--- src/rtl/seg7_pkg.sv ---
// seg7_pkg: shared definitions for the scanned 7-segment driver.
//   - SEG_A..SEG_G : bit positions of each segment inside a 7-bit pattern
//   - HEX_SEG      : 16-entry nibble -> segment table, lit-high (1 = segment on)
//   - apply_polarity() : converts a lit-high pattern to pin polarity
package seg7_pkg;

    typedef logic [6:0] seg_t;

    localparam int unsigned SEG_A = 0;
    localparam int unsigned SEG_B = 1;
    localparam int unsigned SEG_C = 2;
    localparam int unsigned SEG_D = 3;
    localparam int unsigned SEG_E = 4;
    localparam int unsigned SEG_F = 5;
    localparam int unsigned SEG_G = 6;

    function automatic seg_t seg_bit(input int unsigned s);
        return seg_t'(1) << s;
    endfunction

    // Each glyph is written as "all on except these", matching how the
    // character set is usually described.
    localparam seg_t HEX_SEG [16] = '{
        ~seg_bit(SEG_G),                                                           // 0
        ~(seg_bit(SEG_A) | seg_bit(SEG_D) | seg_bit(SEG_E) | seg_bit(SEG_F) | seg_bit(SEG_G)), // 1
        ~(seg_bit(SEG_C) | seg_bit(SEG_F)),                                        // 2
        ~(seg_bit(SEG_E) | seg_bit(SEG_F)),                                        // 3
        ~(seg_bit(SEG_A) | seg_bit(SEG_D) | seg_bit(SEG_E)),                       // 4
        ~(seg_bit(SEG_B) | seg_bit(SEG_E)),                                        // 5
        ~seg_bit(SEG_B),                                                           // 6
        ~(seg_bit(SEG_D) | seg_bit(SEG_E) | seg_bit(SEG_F) | seg_bit(SEG_G)),      // 7
        7'h7F,                                                                     // 8
        ~seg_bit(SEG_E),                                                           // 9
        ~seg_bit(SEG_D),                                                           // A
        ~(seg_bit(SEG_A) | seg_bit(SEG_B)),                                        // b
        ~(seg_bit(SEG_B) | seg_bit(SEG_C) | seg_bit(SEG_G)),                       // C
        ~(seg_bit(SEG_A) | seg_bit(SEG_F)),                                        // d
        ~(seg_bit(SEG_B) | seg_bit(SEG_C)),                                        // E
        ~(seg_bit(SEG_B) | seg_bit(SEG_C) | seg_bit(SEG_D))                        // F
    };

    // Up to 8 bits so the same helper serves segments and anodes.
    function automatic logic [7:0] apply_polarity(input logic [7:0] lit,
                                                  input logic       active_low);
        return active_low ? ~lit : lit;
    endfunction

endpackage

--- src/rtl/seg7_scan_mux_if.sv ---
// seg7_scan_mux_if: register-side load bus of the scanned display driver.
//   load   : single-cycle capture strobe
//   value  : 4*DIGITS hex nibbles, nibble 0 = rightmost digit
//   dp_in  : per-digit decimal point (1 = lit)
//   blank  : per-digit force-dark (1 = dark)
//   lzb_en : leading-zero blanking enable
// master drives the bus, slave (the display driver) samples it.
interface seg7_scan_mux_if #(
    parameter int DIGITS = 4
);
    logic                  load;
    logic [4*DIGITS-1:0]   value;
    logic [DIGITS-1:0]     dp_in;
    logic [DIGITS-1:0]     blank;
    logic                  lzb_en;

    modport master (output load, value, dp_in, blank, lzb_en);
    modport slave  (input  load, value, dp_in, blank, lzb_en);
endinterface

--- src/rtl/seg7_hex_lut.sv ---
// seg7_hex_lut: combinational nibble -> lit-high 7-segment pattern.
//   nibble : hex digit in
//   lit    : segment pattern, bit SEG_A..SEG_G, 1 = segment on
module seg7_hex_lut
    import seg7_pkg::*;
(
    input  logic [3:0] nibble,
    output seg_t       lit
);
    assign lit = HEX_SEG[nibble];
endmodule

--- src/rtl/seg7_scan_mux.sv ---
// seg7_scan_mux: multiplexed driver for a DIGITS-wide common-anode display.
//   clk, rst_n : clock, asynchronous active-low reset
//   bus        : load bus (seg7_scan_mux_if.slave)
//   seg        : shared segment lines, seg[0]=a .. seg[6]=g
//   dp         : shared decimal-point line
//   an         : one anode enable per digit
//   frame_done : one-cycle pulse on the last cycle of each full scan
// A new load is held in a pending buffer and only moved to the displayed
// buffer at frame end, so a frame never mixes old and new content.
module seg7_scan_mux
    import seg7_pkg::*;
#(
    parameter int DIGITS         = 4,
    parameter int PRESCALE       = 50000,
    parameter int BLANK_CYCLES   = 2,
    parameter bit SEG_ACTIVE_LOW = 1'b1,
    parameter bit AN_ACTIVE_LOW  = 1'b1
) (
    input  logic                 clk,
    input  logic                 rst_n,
    seg7_scan_mux_if.slave       bus,
    output logic [6:0]           seg,
    output logic                 dp,
    output logic [DIGITS-1:0]    an,
    output logic                 frame_done
);

    localparam int PW = (PRESCALE > 1) ? $clog2(PRESCALE) : 1;
    localparam int IW = (DIGITS > 1) ? $clog2(DIGITS) : 1;
    localparam int VW = 4 * DIGITS;

    // ---------------- scan counters ----------------
    logic [PW-1:0] cnt;
    logic [IW-1:0] idx;
    logic          slot_end;
    logic          idx_last;
    logic          frame_end;

    assign slot_end  = (cnt == PW'(PRESCALE - 1));
    assign idx_last  = (idx == IW'(DIGITS - 1));
    assign frame_end = slot_end && idx_last;

    always_ff @(posedge clk or negedge rst_n) begin
        if (!rst_n) begin
            cnt <= '0;
            idx <= '0;
        end else begin
            cnt <= slot_end ? '0 : cnt + 1'b1;
            if (slot_end)
                idx <= idx_last ? '0 : idx + 1'b1;
        end
    end

    // ---------------- content buffers ----------------
    logic [VW-1:0]     act_value,  pend_value;
    logic [DIGITS-1:0] act_dp,     pend_dp;
    logic [DIGITS-1:0] act_blank,  pend_blank;
    logic              act_lzb,    pend_lzb;
    logic              pend_valid;

    always_ff @(posedge clk or negedge rst_n) begin
        if (!rst_n) begin
            act_value  <= '0;
            act_dp     <= '0;
            act_blank  <= '0;
            act_lzb    <= 1'b0;
            pend_value <= '0;
            pend_dp    <= '0;
            pend_blank <= '0;
            pend_lzb   <= 1'b0;
            pend_valid <= 1'b0;
        end else if (frame_end && bus.load) begin
            // Load on the frame boundary goes straight to the display.
            act_value  <= bus.value;
            act_dp     <= bus.dp_in;
            act_blank  <= bus.blank;
            act_lzb    <= bus.lzb_en;
            pend_valid <= 1'b0;
        end else if (frame_end && pend_valid) begin
            act_value  <= pend_value;
            act_dp     <= pend_dp;
            act_blank  <= pend_blank;
            act_lzb    <= pend_lzb;
            pend_valid <= 1'b0;
        end else if (bus.load) begin
            pend_value <= bus.value;
            pend_dp    <= bus.dp_in;
            pend_blank <= bus.blank;
            pend_lzb   <= bus.lzb_en;
            pend_valid <= 1'b1;
        end
    end

    // ---------------- per-digit darkness ----------------
    logic [DIGITS-1:0] zero_run;   // nibble i and all nibbles above it are 0
    logic [DIGITS-1:0] dark;

    always_comb begin
        zero_run = '0;
        dark     = '0;
        for (int unsigned i = 0; i < DIGITS; i++) begin
            zero_run[i] = ((act_value >> (4 * i)) == '0);
            dark[i]     = act_blank[i] || (act_lzb && zero_run[i] && (i != 0));
        end
    end

    // ---------------- current-digit mux ----------------
    logic [3:0] cur_nib;
    logic       cur_dark;
    logic       cur_dp;
    seg_t       cur_lit;

    always_comb begin
        cur_nib  = '0;
        cur_dark = 1'b0;
        cur_dp   = 1'b0;
        for (int unsigned k = 0; k < DIGITS; k++) begin
            if (idx == IW'(k)) begin
                cur_nib  = act_value[4*k +: 4];
                cur_dark = dark[k];
                cur_dp   = act_dp[k] && !act_blank[k];
            end
        end
    end

    seg7_hex_lut u_lut (
        .nibble (cur_nib),
        .lit    (cur_lit)
    );

    logic in_blank;
    if (BLANK_CYCLES == 0) begin : g_no_blank
        assign in_blank = 1'b0;
    end else begin : g_blank
        assign in_blank = (cnt < PW'(BLANK_CYCLES));
    end

    // ---------------- registered outputs (lit-high) ----------------
    seg_t              seg_q;
    logic              dp_q;
    logic [DIGITS-1:0] an_q;
    logic              fd_q;

    always_ff @(posedge clk or negedge rst_n) begin
        if (!rst_n) begin
            seg_q <= '0;
            dp_q  <= 1'b0;
            an_q  <= '0;
            fd_q  <= 1'b0;
        end else begin
            seg_q <= cur_dark ? '0 : cur_lit;
            dp_q  <= cur_dp;
            an_q  <= in_blank ? '0 : (DIGITS'(1) << idx);
            // Decoded one cycle early so the registered pulse coincides
            // with the wrap cycle itself, letting a load on it hit the bypass.
            fd_q  <= (cnt == PW'(PRESCALE - 2)) && idx_last;
        end
    end

    assign seg        = 7'(apply_polarity(8'(seg_q), SEG_ACTIVE_LOW));
    assign dp         = 1'(apply_polarity(8'(dp_q), SEG_ACTIVE_LOW));
    assign an         = DIGITS'(apply_polarity(8'(an_q), AN_ACTIVE_LOW));
    assign frame_done = fd_q;

endmodule

--- src/flat_wrapper.sv ---
// flat-port wrapper written by rule: the top's interface ports become plain ports
module seg7_scan_mux_flat import seg7_pkg::*;
#(
    parameter int DIGITS         = 4,
    parameter int PRESCALE       = 50000,
    parameter int BLANK_CYCLES   = 2,
    parameter bit SEG_ACTIVE_LOW = 1'b1,
    parameter bit AN_ACTIVE_LOW  = 1'b1
)
  (clk, rst_n, seg, dp, an, frame_done, bus_load, bus_value, bus_dp_in, bus_blank, bus_lzb_en);
  seg7_scan_mux_if #(.DIGITS(DIGITS)) bus_i ();
  input  logic clk;
  input  logic rst_n;
  output logic [6:0] seg;
  output logic dp;
  output logic [DIGITS-1:0] an;
  output logic frame_done;
  input wire logic [$bits(bus_i.load)-1:0] bus_load;
  input wire logic [$bits(bus_i.value)-1:0] bus_value;
  input wire logic [$bits(bus_i.dp_in)-1:0] bus_dp_in;
  input wire logic [$bits(bus_i.blank)-1:0] bus_blank;
  input wire logic [$bits(bus_i.lzb_en)-1:0] bus_lzb_en;
  assign bus_i.load = bus_load;
  assign bus_i.value = bus_value;
  assign bus_i.dp_in = bus_dp_in;
  assign bus_i.blank = bus_blank;
  assign bus_i.lzb_en = bus_lzb_en;
  seg7_scan_mux #(.DIGITS(DIGITS), .PRESCALE(PRESCALE), .BLANK_CYCLES(BLANK_CYCLES), .SEG_ACTIVE_LOW(SEG_ACTIVE_LOW), .AN_ACTIVE_LOW(AN_ACTIVE_LOW)) u_core (.clk(clk), .rst_n(rst_n), .bus(bus_i), .seg(seg), .dp(dp), .an(an), .frame_done(frame_done));
endmodule
--- config.mk ---
export PLATFORM = sky130hd
export DESIGN_NAME = seg7_scan_mux_flat
export DESIGN_NICKNAME = d
export VERILOG_FILES = /design/src/rtl/seg7_pkg.sv /design/src/rtl/seg7_scan_mux_if.sv /design/src/rtl/seg7_hex_lut.sv /design/src/rtl/seg7_scan_mux.sv /design/src/flat_wrapper.sv
export SDC_FILE = /design/constraint.sdc
export NUM_CORES = 1
export LEC_CHECK = 0
export CAP_MARGIN = 10
export CORE_UTILIZATION = 46
export CTS_BUF_LIST = sky130_fd_sc_hd__clkbuf_4 sky130_fd_sc_hd__clkbuf_8
export DETAILED_ROUTE_END_ITERATION = 12
export PLACE_DENSITY = 0.69
export RECOVER_POWER = 25
export SYNTH_ARGS = -nofsm -noshare
export SYNTH_HDL_FRONTEND = slang
export SYNTH_SLANG_ARGS = --single-unit
export TNS_END_PERCENT = 20
--- constraint.sdc ---
create_clock -name clk -period 3.51 [get_ports clk]
set_input_delay 0.351 -clock clk [delete_from_list [all_inputs] [get_ports clk]]
set_output_delay 0.351 -clock clk [all_outputs]
set_load 0.03 [all_outputs]
==> impl_metrics.json, run 1 <==
{
  "syn-mean-instance-area_um2": 10.63,
  "cts_tree": "done",
  "start_kind": "register",
  "power_leakage_nw": 2.141,
  "cts_resized": 0,
  "worstMarginPinSlew_ps": 1708,
  "synthDistinctLibCells": 45,
  "rsz0062_at_grt": "no",
  "place_area_um2": 4793,
  "start_util": 0.4852,
  "synthArstFlopShare": 1.000,
  "die_height_um": 98.84,
  "synthCells": 406,
  "worstPathMaxFanout": 7,
  "synth_ff_type": "dfrtp_1",
  "cp_data_required_time_ps": 3770,
  "numCtsBuffers": 9,
  "max_stage_delay_ps": 400,
  "grt_pass1_vias": 3366,
  "synth_area_leaders": "dfrtp_1, mux2_4, a221o_1, ha_1, nor2_1",
  "clock_path_buffers": 2,
  "synthesis.area_um2": 4314,
  "clk_pin_slew_ps": 90,
  "grt_max_degree": 70,
  "ant_nets": 0,
  "htreeDepth": 3,
  "clock_sink_count": 82,
  "max-slew-margin-rel": -0.1386,
  "period_needed_ps": 2730,
  "place.gp.congestion": 0.8939,
  "report.final.slew_viol_count": 70,
  "fin_area_um2": 4967,
  "dieArea_um2": 9769,
  "path_class": "reg2reg",
  "cp_slowest_cell": "or3_1",
  "syn_nets": 446,
  "synth-seq-area-share": 0.4756,
  "crit_family": "compound AO/OA/AOI/OAI gates",
  "drive_gt1_frac": 0.1345,
  "yosysTopAreaCell": "dfrtp_1",
  "holdBufCountCts": 0,
  "instances_no_fill": 554,
  "n_antenna_cell": 0,
  "vias": 3399,
  "end_kind": "register",
  "power.density_nw_per_um2": 387.2,
  "hold_ws_ps": 426.4,
  "core_um2": 8891,
  "clockRootBuffer": "clkbuf_8",
  "violations": "max-capacitance violations, max-slew violations",
  "synth_top_area_share": 0.4756,
  "max-cap-violations": 1,
  "p_total_mw": 1.923,
  "place.detailed.hpwl_um": 6731,
  "ir_drop_mv": 0.2682,
  "dr.pass1.iters": 4,
  "synth_edf_count": 0,
  "grt_pass1_wl_um": 17230,
  "vias_per_cell": 6.135,
  "die_w_um": 98.84,
  "hold_path.class": "in2async",
  "grt_overflow": 0,
  "path_cells": "inv_1 -> ha_1 -> or2_2 -> a221oi_1 -> a221o_1 -> inv_1 -> ha_1 -> or3_1 -> a311oi_1",
  "grt.total_usage": 0.2251,
  "avgRoutedWirePerCell_um": 18.52,
  "tns_ps": 0,
  "clock_skew_ps": 7.014,
  "io_buffers": 40,
  "postRouteWirelength_um": 10260,
  "layout_worst_path_cycle_share": 0.7778,
  "worst-path-buf-inv": 2,
  "setup_violations": 0,
  "fmaxAchievable_mhz": 366.3,
  "area_growth_pct": 15.14,
  "dp.cells": 538,
  "rows": 34,
  "post_cts_buffers": 0,
  "ys_warn_count": 0,
  "hold_violations": 0,
  "status": "finished with violations",
  "drc_errors": 0,
  "drt_iter0_markers": 218,
  "crit_arrival_ps": 2990,
  "antenna_found_initial": 0,
  "clkLatencyLatePin_ps": 360,
  "synth-seq-cells": 82,
  "layout.nets": 481,
  "ioPinCount": 41
}
path summary, 6_finish.rpt:
path	start	end	slack [ps]	depth (start not counted)
min	rst_n	u_core.an_q[1]$_DFF_PN0_	430	1
min reg2reg	u_core.cnt[13]$_DFF_PN0_	u_core.cnt[13]$_DFF_PN0_	500	1
max in group asynchronous	rst_n	u_core.cnt[3]$_DFF_PN0_	2050	2
min in group clk	u_core.cnt[13]$_DFF_PN0_	u_core.cnt[13]$_DFF_PN0_	500	1
max reg2reg	u_core.idx[0]$_DFFE_PN0N_	u_core.seg_q[5]$_DFF_PN0_	780	9
max	u_core.idx[0]$_DFFE_PN0N_	u_core.seg_q[5]$_DFF_PN0_	780	9
logic make-up after synthesis:
group,after synthesis,synth area share
adder cells (fa/ha/maj),12,0.03480
XOR/XNOR,13,0.02639
AND/OR/NAND/NOR,137,0.1688
flip-flops,82,0.4756
AO/OA/AOI/OAI,84,0.1543
multiplexers,27,0.08759
buffers and inverters,51,0.05249
report_power, final:
part	total [mW]	switching (mW)	internal, mW
logic	0.241	0.112	0.128
clock network	0.628	0.366	0.262
registers	1.05	0.0499	1.00
synth_stat cells (4+ instances only):
master	instances
dfrtp_1	82
nor2_1	34
a221o_1	27
inv_1	23
nand2_1	23
mux2_4	20
a21oi_1	17
and3_1	17
clkbuf_1	17
nand4_1	14
a32oi_1	13
ha_1	12
nand3_1	11
nor3_1	9
xnor2_1	8
a221oi_1	6
and2_1	6
mux2_2	6
o21ai_0	6
xor2_1	5
buf_2	4
buf_6	4
nand2b_1	4
or3_1	4
placed cells by master, fill, tap and decap left out, types with 5 or more instances in the layout:
cell	instances
nand2_1	23
mux2_4	20
xor2_1	5
and3_1	17
o21ai_0	6
mux2_2	6
nor3_1	9
and2_1	6
xnor2_1	8
buf_4	11
a221o_1	27
clkdlybuf4s50_1	39
dfrtp_1	82
a221oi_1	6
nor2_1	34
clkbuf_8	9
ha_1	12
inv_1	23
nand4_1	14
a21oi_1	17
nand3_1	11
a32oi_1	13
metal layers:
metal	track usage	vias to the layer above	routed length, µm
met1	0.3223	1693	4852
met4	0.05970	0	72
li1	-	1572	-
met2	0.3491	127	4767
met3	0.04539	7	566
met5	0	-	0
cell type report:
class	count	area, µm²
Fill cell	774	3924
Sequential cell	82	2052
Multi-Input combinational cell	273	2036
Timing Repair Buffer	51	478.0
Tap cell	108	135.1
Clock buffer	9	123.9
Inverter	24	90.09
Clock inverter	7	52.55
per-stage QoR:
step	setup slack (ps)	utilization
after floorplan	935.1	-
after global placement	906.0	0.5391
after detailed placement	801.5	0.5391
after CTS	771.4	0.5590
after global routing	451.8	0.5587
final	780.1	0.5587
sequential cells by signal (all words and copies together), names as in the netlist:
name,cells
u_core.act_blank,4
u_core.act_dp,4
u_core.act_lzb,1
u_core.act_value,16
u_core.an_q,4
u_core.cnt,16
u_core.dp_q,1
u_core.frame_done,1
u_core.idx,2
u_core.pend_blank,4
u_core.pend_dp,4
u_core.pend_lzb,1
u_core.pend_valid,1
u_core.pend_value,16
u_core.seg_q,7
(Power assumes the default switching activity.)
==> inputs of run 2 (changes only) <==
==> constraint.sdc (replaced) <==
create_clock -name clk -period 2.85 [get_ports clk]
set_input_delay 0.285 -clock clk [delete_from_list [all_inputs] [get_ports clk]]
set_output_delay 0.285 -clock clk [all_outputs]
set_load 0.03 [all_outputs]
==> run 2 against run 1 <==
Highest routed layer unchanged. Clock skew is 5.3 ps higher. Largest cell class unchanged. Design area is 1.6% higher. Sequential share of layout area is 0.67 points lower. Count of clock-buffer cells in the layout stayed put. Combinational power is 24% higher. Utilization is 0.91 points higher. Worst hold slack better by 63 ps. Register-to-register slack worse by 530 ps. First-iteration DRC count is 22% higher. The run still ends with max-capacitance violations, max-slew violations left. Clock power is 52% higher.
==> impl_metrics.json, run 2 (same netlist as run 1, synthesis figures left out) <==
{
  "status": "finished with violations",
  "violations": "max-capacitance violations, max-slew violations",
  "avgRoutedWirePerCell_um": 17.84,
  "ant_nets": 0,
  "hold_violations": 0,
  "grt_overflow": 0,
  "hold_ws_ps": 489.8,
  "max_stage_delay_ps": 400,
  "postRouteWirelength_um": 9900,
  "die_w_um": 98.84,
  "power.density_nw_per_um2": 505.6,
  "io_buffers": 40,
  "holdBufCountCts": 0,
  "clock_sink_count": 82,
  "setup_violations": 0,
  "path_cells": "inv_1 -> ha_1 -> or2_2 -> a221oi_1 -> a221o_1 -> inv_1 -> ha_1 -> or3_1 -> a311oi_1",
  "power_leakage_nw": 2.170,
  "clockRootBuffer": "clkbuf_8",
  "drive_gt1_frac": 0.1365,
  "place.detailed.hpwl_um": 6650,
  "n_antenna_cell": 0,
  "seq_area_um2": 2052,
  "worstPathMaxFanout": 7,
  "clk_pin_slew_ps": 90,
  "max-slew-margin-rel": -0.3280,
  "ir_drop_mv": 0.2270,
  "cts_resized": 0,
  "place_area_um2": 4826,
  "die_height_um": 98.84,
  "crit_arrival_ps": 2870,
  "layout.nets": 482,
  "dr.pass1.iters": 5,
  "area_growth_pct": 17.02,
  "report.final.slew_viol_count": 83,
  "reg_top3": "u_core.act_value: 16 flops, u_core.cnt: 16 flops, u_core.pend_value: 16 flops",
  "grt_pass1_vias": 3272,
  "worstSetupStartpoint": "u_core.idx[0]$_DFFE_PN0N_",
  "start_util": 0.4852,
  "htreeDepth": 3,
  "multi_input_area_um2": 2036,
  "place.gp.congestion": 0.8645,
  "start_kind": "register",
  "core_um2": 8891,
  "max-cap-violations": 1,
  "clock_skew_ps": 12.34,
  "clkLatencyLatePin_ps": 360,
  "fin_area_um2": 5049,
  "vias": 3403,
  "period_needed_ps": 2601,
  "antenna_found_initial": 0,
  "reg2reg_to": "u_core.seg_q[5]$_DFF_PN0_",
  "hold_path.class": "in2async",
  "cp_data_required_time_ps": 3120,
  "final_cell_mix": "dfrtp_1, clkdlybuf4s50_1, nor2_1",
  "grt_pass1_wl_um": 16570,
  "nFillCells": 767,
  "rr_worst_depth": 9,
  "rr_startpoint": "u_core.idx[0]$_DFFE_PN0N_",
  "rows": 34,
  "tns_ps": 0,
  "drt_iter0_markers": 266,
  "post_cts_buffers": 0,
  "grt_max_degree": 83,
  "grt.total_usage": 0.2173,
  "cts_tree": "done",
  "numCtsBuffers": 9,
  "dieArea_um2": 9769,
  "layout_commonest_cell": "dfrtp_1",
  "layout_worst_path_cycle_share": 0.9127,
  "ioPinCount": 41,
  "rsz0062_at_grt": "no",
  "drc_errors": 0,
  "vias_per_cell": 6.132,
  "clock_path_buffers": 2,
  "end_kind": "register",
  "reg2reg_setup_slack_ps": 250,
  "worstMarginPinSlew_ps": 1992,
  "cp_slowest_cell": "or3_1",
  "fmaxAchievable_mhz": 384.4,
  "cp-endpoint": "u_core.seg_q[5]$_DFF_PN0_",
  "path_class": "reg2reg"
}
[run 2: cell types whose count changed in the layout (fill, tap and decap cells not counted), sizes merged]
cell	change
buf	+1
bufinv	+2
clkinv	-3
clkinvlp	+1
[run 2: area by class of cell]
cell class | instances | share of cell area
Clock inverter | 7 | 0.02007
Sequential cell | 82 | 0.4064
Inverter | 24 | 0.01784
Clock buffer | 9 | 0.02454
Tap cell | 108 | 0.02677
Multi-Input combinational cell | 273 | 0.4032
Timing Repair Buffer | 52 | 0.1011
[run 2: worst min-delay path by stage]
stage          slack [ps]  cells after the start                                to
2_1_floorplan         -10                      0   u_core.act_blank[0]$_DFFE_PN0N_
3_3_place_gp          480                      1          u_core.cnt[13]$_DFF_PN0_
3_5_place_dp          480                      1          u_core.cnt[13]$_DFF_PN0_
4_1_cts               140                      1         u_core.seg_q[5]$_DFF_PN0_
5_1_grt               530                      1  u_core.pend_value[9]$_DFFE_PN0P_
6_report              490                      1         u_core.seg_q[5]$_DFF_PN0_
[run 2: through the flow]
step	std cells	power [mW]	utilization	setup slack (ps)
after floorplan	406	1.482	-	275.1
after global placement	539	1.610	0.5428	400.5
after detailed placement	539	1.617	0.5428	288.9
after CTS	555	2.576	0.5681	277.5
after global routing	555	2.659	0.5678	2.111
final	555	2.553	0.5678	248.8
[run 2: routing by layer]
layer  GRT usage  vias up  wire length, µm
met5           0        -                0
met4     0.09414        0              214
met3     0.03688       21              625
met2      0.3335      148             4556
met1      0.3037     1665             4504
li1            -     1569                -
[run 2: report_power, final]
part           switching [mW]  total [mW]  internal (mW)
Sequential             0.0612        1.30           1.24
Clock                   0.455       0.956          0.501
Combinational           0.138       0.298          0.160
[run 2: critical path: cells and delay by family (launching register included)]
family	cells	cell delay [ps]
AND/OR/NAND/NOR	2	760
adder cells (fa/ha/maj)	2	520
flip-flops	1	390
buffers and inverters	2	160
AO/OA/AOI/OAI	3	680
==> inputs of run 3 (changes only) <==
--- a/config.mk
+++ b/config.mk
@@ -5,7 +5,8 @@
 export SDC_FILE = /design/constraint.sdc
 export NUM_CORES = 1
 export LEC_CHECK = 0
-export CAP_MARGIN = 10
+export CAP_MARGIN = 20
+export CORE_ASPECT_RATIO = 1.25
 export CORE_UTILIZATION = 46
 export CTS_BUF_LIST = sky130_fd_sc_hd__clkbuf_4 sky130_fd_sc_hd__clkbuf_8
 export DETAILED_ROUTE_END_ITERATION = 12
==> run 3 against run 2 <==
The run now ends clean. Worst setup slack better by 36 ps. Utilization down 0.96 points. Clock power decreased by 2%. Combinational power grew 2%. Design area grew 0.89%. Final cell count increased by 3.6%. Wire length rose by 0.81%. Critical path depth unchanged. Die area about the same. Worst hold slack lost 12 ps. Highest routed layer unchanged.
==> impl_metrics.json, run 3 (same netlist as run 1, synthesis figures left out) <==
{
  "status": "finished clean",
  "vias_per_cell": 5.877,
  "place_area_um2": 4842,
  "ant_nets": 0,
  "report.final.slew_viol_count": 0,
  "hold_path.class": "in2async",
  "p_int_mw": 1.893,
  "reg2reg_setup_slack_ps": 280,
  "core_um2": 9125,
  "worstMarginPinSlew_ps": 739.4,
  "setup_violations": 0,
  "max-slew-margin-rel": 0.5070,
  "ir_drop_mv": 0.2957,
  "drc_errors": 0,
  "p_total_mw": 2.537,
  "rows": 39,
  "combPwrFrac": 0.120,
  "io_buffers": 40,
  "path_cells": "inv_1 -> ha_1 -> or2_2 -> a221oi_1 -> a221o_1 -> inv_1 -> ha_1 -> or3_1 -> a221oi_1",
  "period_needed_ps": 2565,
  "worstSetupStartpoint": "u_core.idx[0]$_DFFE_PN0N_",
  "path_class": "reg2reg",
  "cp-endpoint": "u_core.seg_q[6]$_DFF_PN0_",
  "grt_pass1_wl_um": 16200,
  "hold_ws_ps": 478.3,
  "area_growth_pct": 18.07,
  "antenna_found_initial": 0,
  "rr_startpoint": "u_core.idx[0]$_DFFE_PN0N_",
  "numCtsBuffers": 9,
  "max-cap-violations": 0,
  "fmaxAchievable_mhz": 389.8,
  "crit_cells": 9,
  "grt_overflow": 0,
  "cp_data_required_time_ps": 3130,
  "rsz0062_at_grt": "no",
  "tns_ps": 0,
  "hold_violations": 0,
  "pwr-share-seq": 0.511,
  "grt_max_degree": 83,
  "power.density_nw_per_um2": 498.1,
  "end_kind": "register",
  "reg_top3": "u_core.act_value: 16 flops, u_core.cnt: 16 flops, u_core.pend_value: 16 flops",
  "rr_worst_depth": 9,
  "clock_path_buffers": 2,
  "cp_slowest_cell": "or3_1",
  "cts_resized": 0,
  "place.gp.congestion": 0.8543,
  "fin_area_um2": 5094,
  "switching_share": 0.2539,
  "n_antenna_cell": 0,
  "post-place-ws_ps": 337.0,
  "place.detailed.hpwl_um": 6671,
  "worstPathMaxFanout": 7,
  "drive_gt1_frac": 0.1416,
  "power_leakage_nw": 2.190,
  "die_height_um": 110.3,
  "power_frac_clock": 0.370,
  "clkLatencyLatePin_ps": 370,
  "ioPinCount": 41,
  "postRouteWirelength_um": 9980,
  "clock_sink_count": 82,
  "worst_slack_ps": 284.7,
  "grt_pass1_vias": 3373,
  "crit_arrival_ps": 2840,
  "layout.nets": 487,
  "start_util": 0.4728,
  "reg2reg_to": "u_core.seg_q[6]$_DFF_PN0_",
  "clockRootBuffer": "clkbuf_8",
  "die_w_um": 88.62,
  "layout_worst_path_cycle_share": 0.9001,
  "final_cell_mix": "dfrtp_1, clkdlybuf4s50_1, nor2_1",
  "drt_iter0_markers": 214,
  "avgRoutedWirePerCell_um": 17.36,
  "clock_skew_ps": 10.64,
  "max_stage_delay_ps": 400,
  "worst-path-buf-inv": 2,
  "vias": 3379,
  "dr.pass1.iters": 4,
  "cts_tree": "done",
  "start_kind": "register",
  "layout_commonest_cell": "dfrtp_1",
  "htreeDepth": 3,
  "grt.total_usage": 0.2243,
  "p_switching_mw": 0.6442,
  "dieArea_um2": 9773,
  "crit_family": "simple AND/OR/NAND/NOR gates",
  "clk_pin_slew_ps": 90
}
-- run 3: worst min-delay path by stage --
stage,start,endpoint
after global routing,u_core.cnt[11]$_DFF_PN0_,u_core.cnt[11]$_DFF_PN0_
final,rst_n,u_core.seg_q[2]$_DFF_PN0_
after CTS,rst_n,u_core.pend_value[4]$_DFFE_PN0P_
after global placement,u_core.cnt[13]$_DFF_PN0_,u_core.cnt[13]$_DFF_PN0_
after floorplan,rst_n,u_core.act_blank[0]$_DFFE_PN0N_
after detailed placement,u_core.cnt[11]$_DFF_PN0_,u_core.cnt[11]$_DFF_PN0_
-- run 3: worst register-to-register path: stages, from the launching register on --
cell and delay (ps):
dfrtp_1 390, inv_1 100, ha_1 280, or2_2 350
a221oi_1 240, a221o_1 180, inv_1 60, ha_1 210
or3_1 400, a221oi_1 250
-- run 3: power by group through the flow --
stage                     registers, mW  logic [mW]  clock network [mW]
after detailed placement           1.32       0.299                   0
after global routing               1.30       0.331                1.00
final                              1.30       0.303               0.938
after CTS                          1.30       0.300               0.949
after global placement             1.32       0.292                   0
after floorplan                    1.30       0.186                   0
-- run 3: timing repair --
item                                    in CTS  in global routing
hold endpoints to repair                     0                 11
hold buffers                                 0                  1
endpoints found under the setup margin       0                  0
buffers inserted                             0                  0
-- run 3: layout make-up --
type	instances	area [µm²]
fill	783	4031
sequential	82	2052
multi-input combinational	273	2036
timing repair buffer	57	544.3
tap	123	153.9
clock buffer	9	123.9
clock inverter	7	93.84
inverter	24	90.09
-- run 3: layer usage --
metal / track usage / vias to the layer above / wire [µm]
li1: - / 1581 / -
met3: 0.04319 / 20 / 437
met2: 0.3527 / 115 / 4957
met1: 0.2872 / 1663 / 4308
met5: 0 / - / 0
met4: 0.1302 / 0 / 276
-- run 3: through the flow --
step | util | std cells
2_1_floorplan | - | 406
3_3_place_gp | 0.5306 | 557
3_5_place_dp | 0.5306 | 557
4_1_cts | 0.5545 | 573
5_1_grt | 0.5582 | 575
6_report | 0.5582 | 575
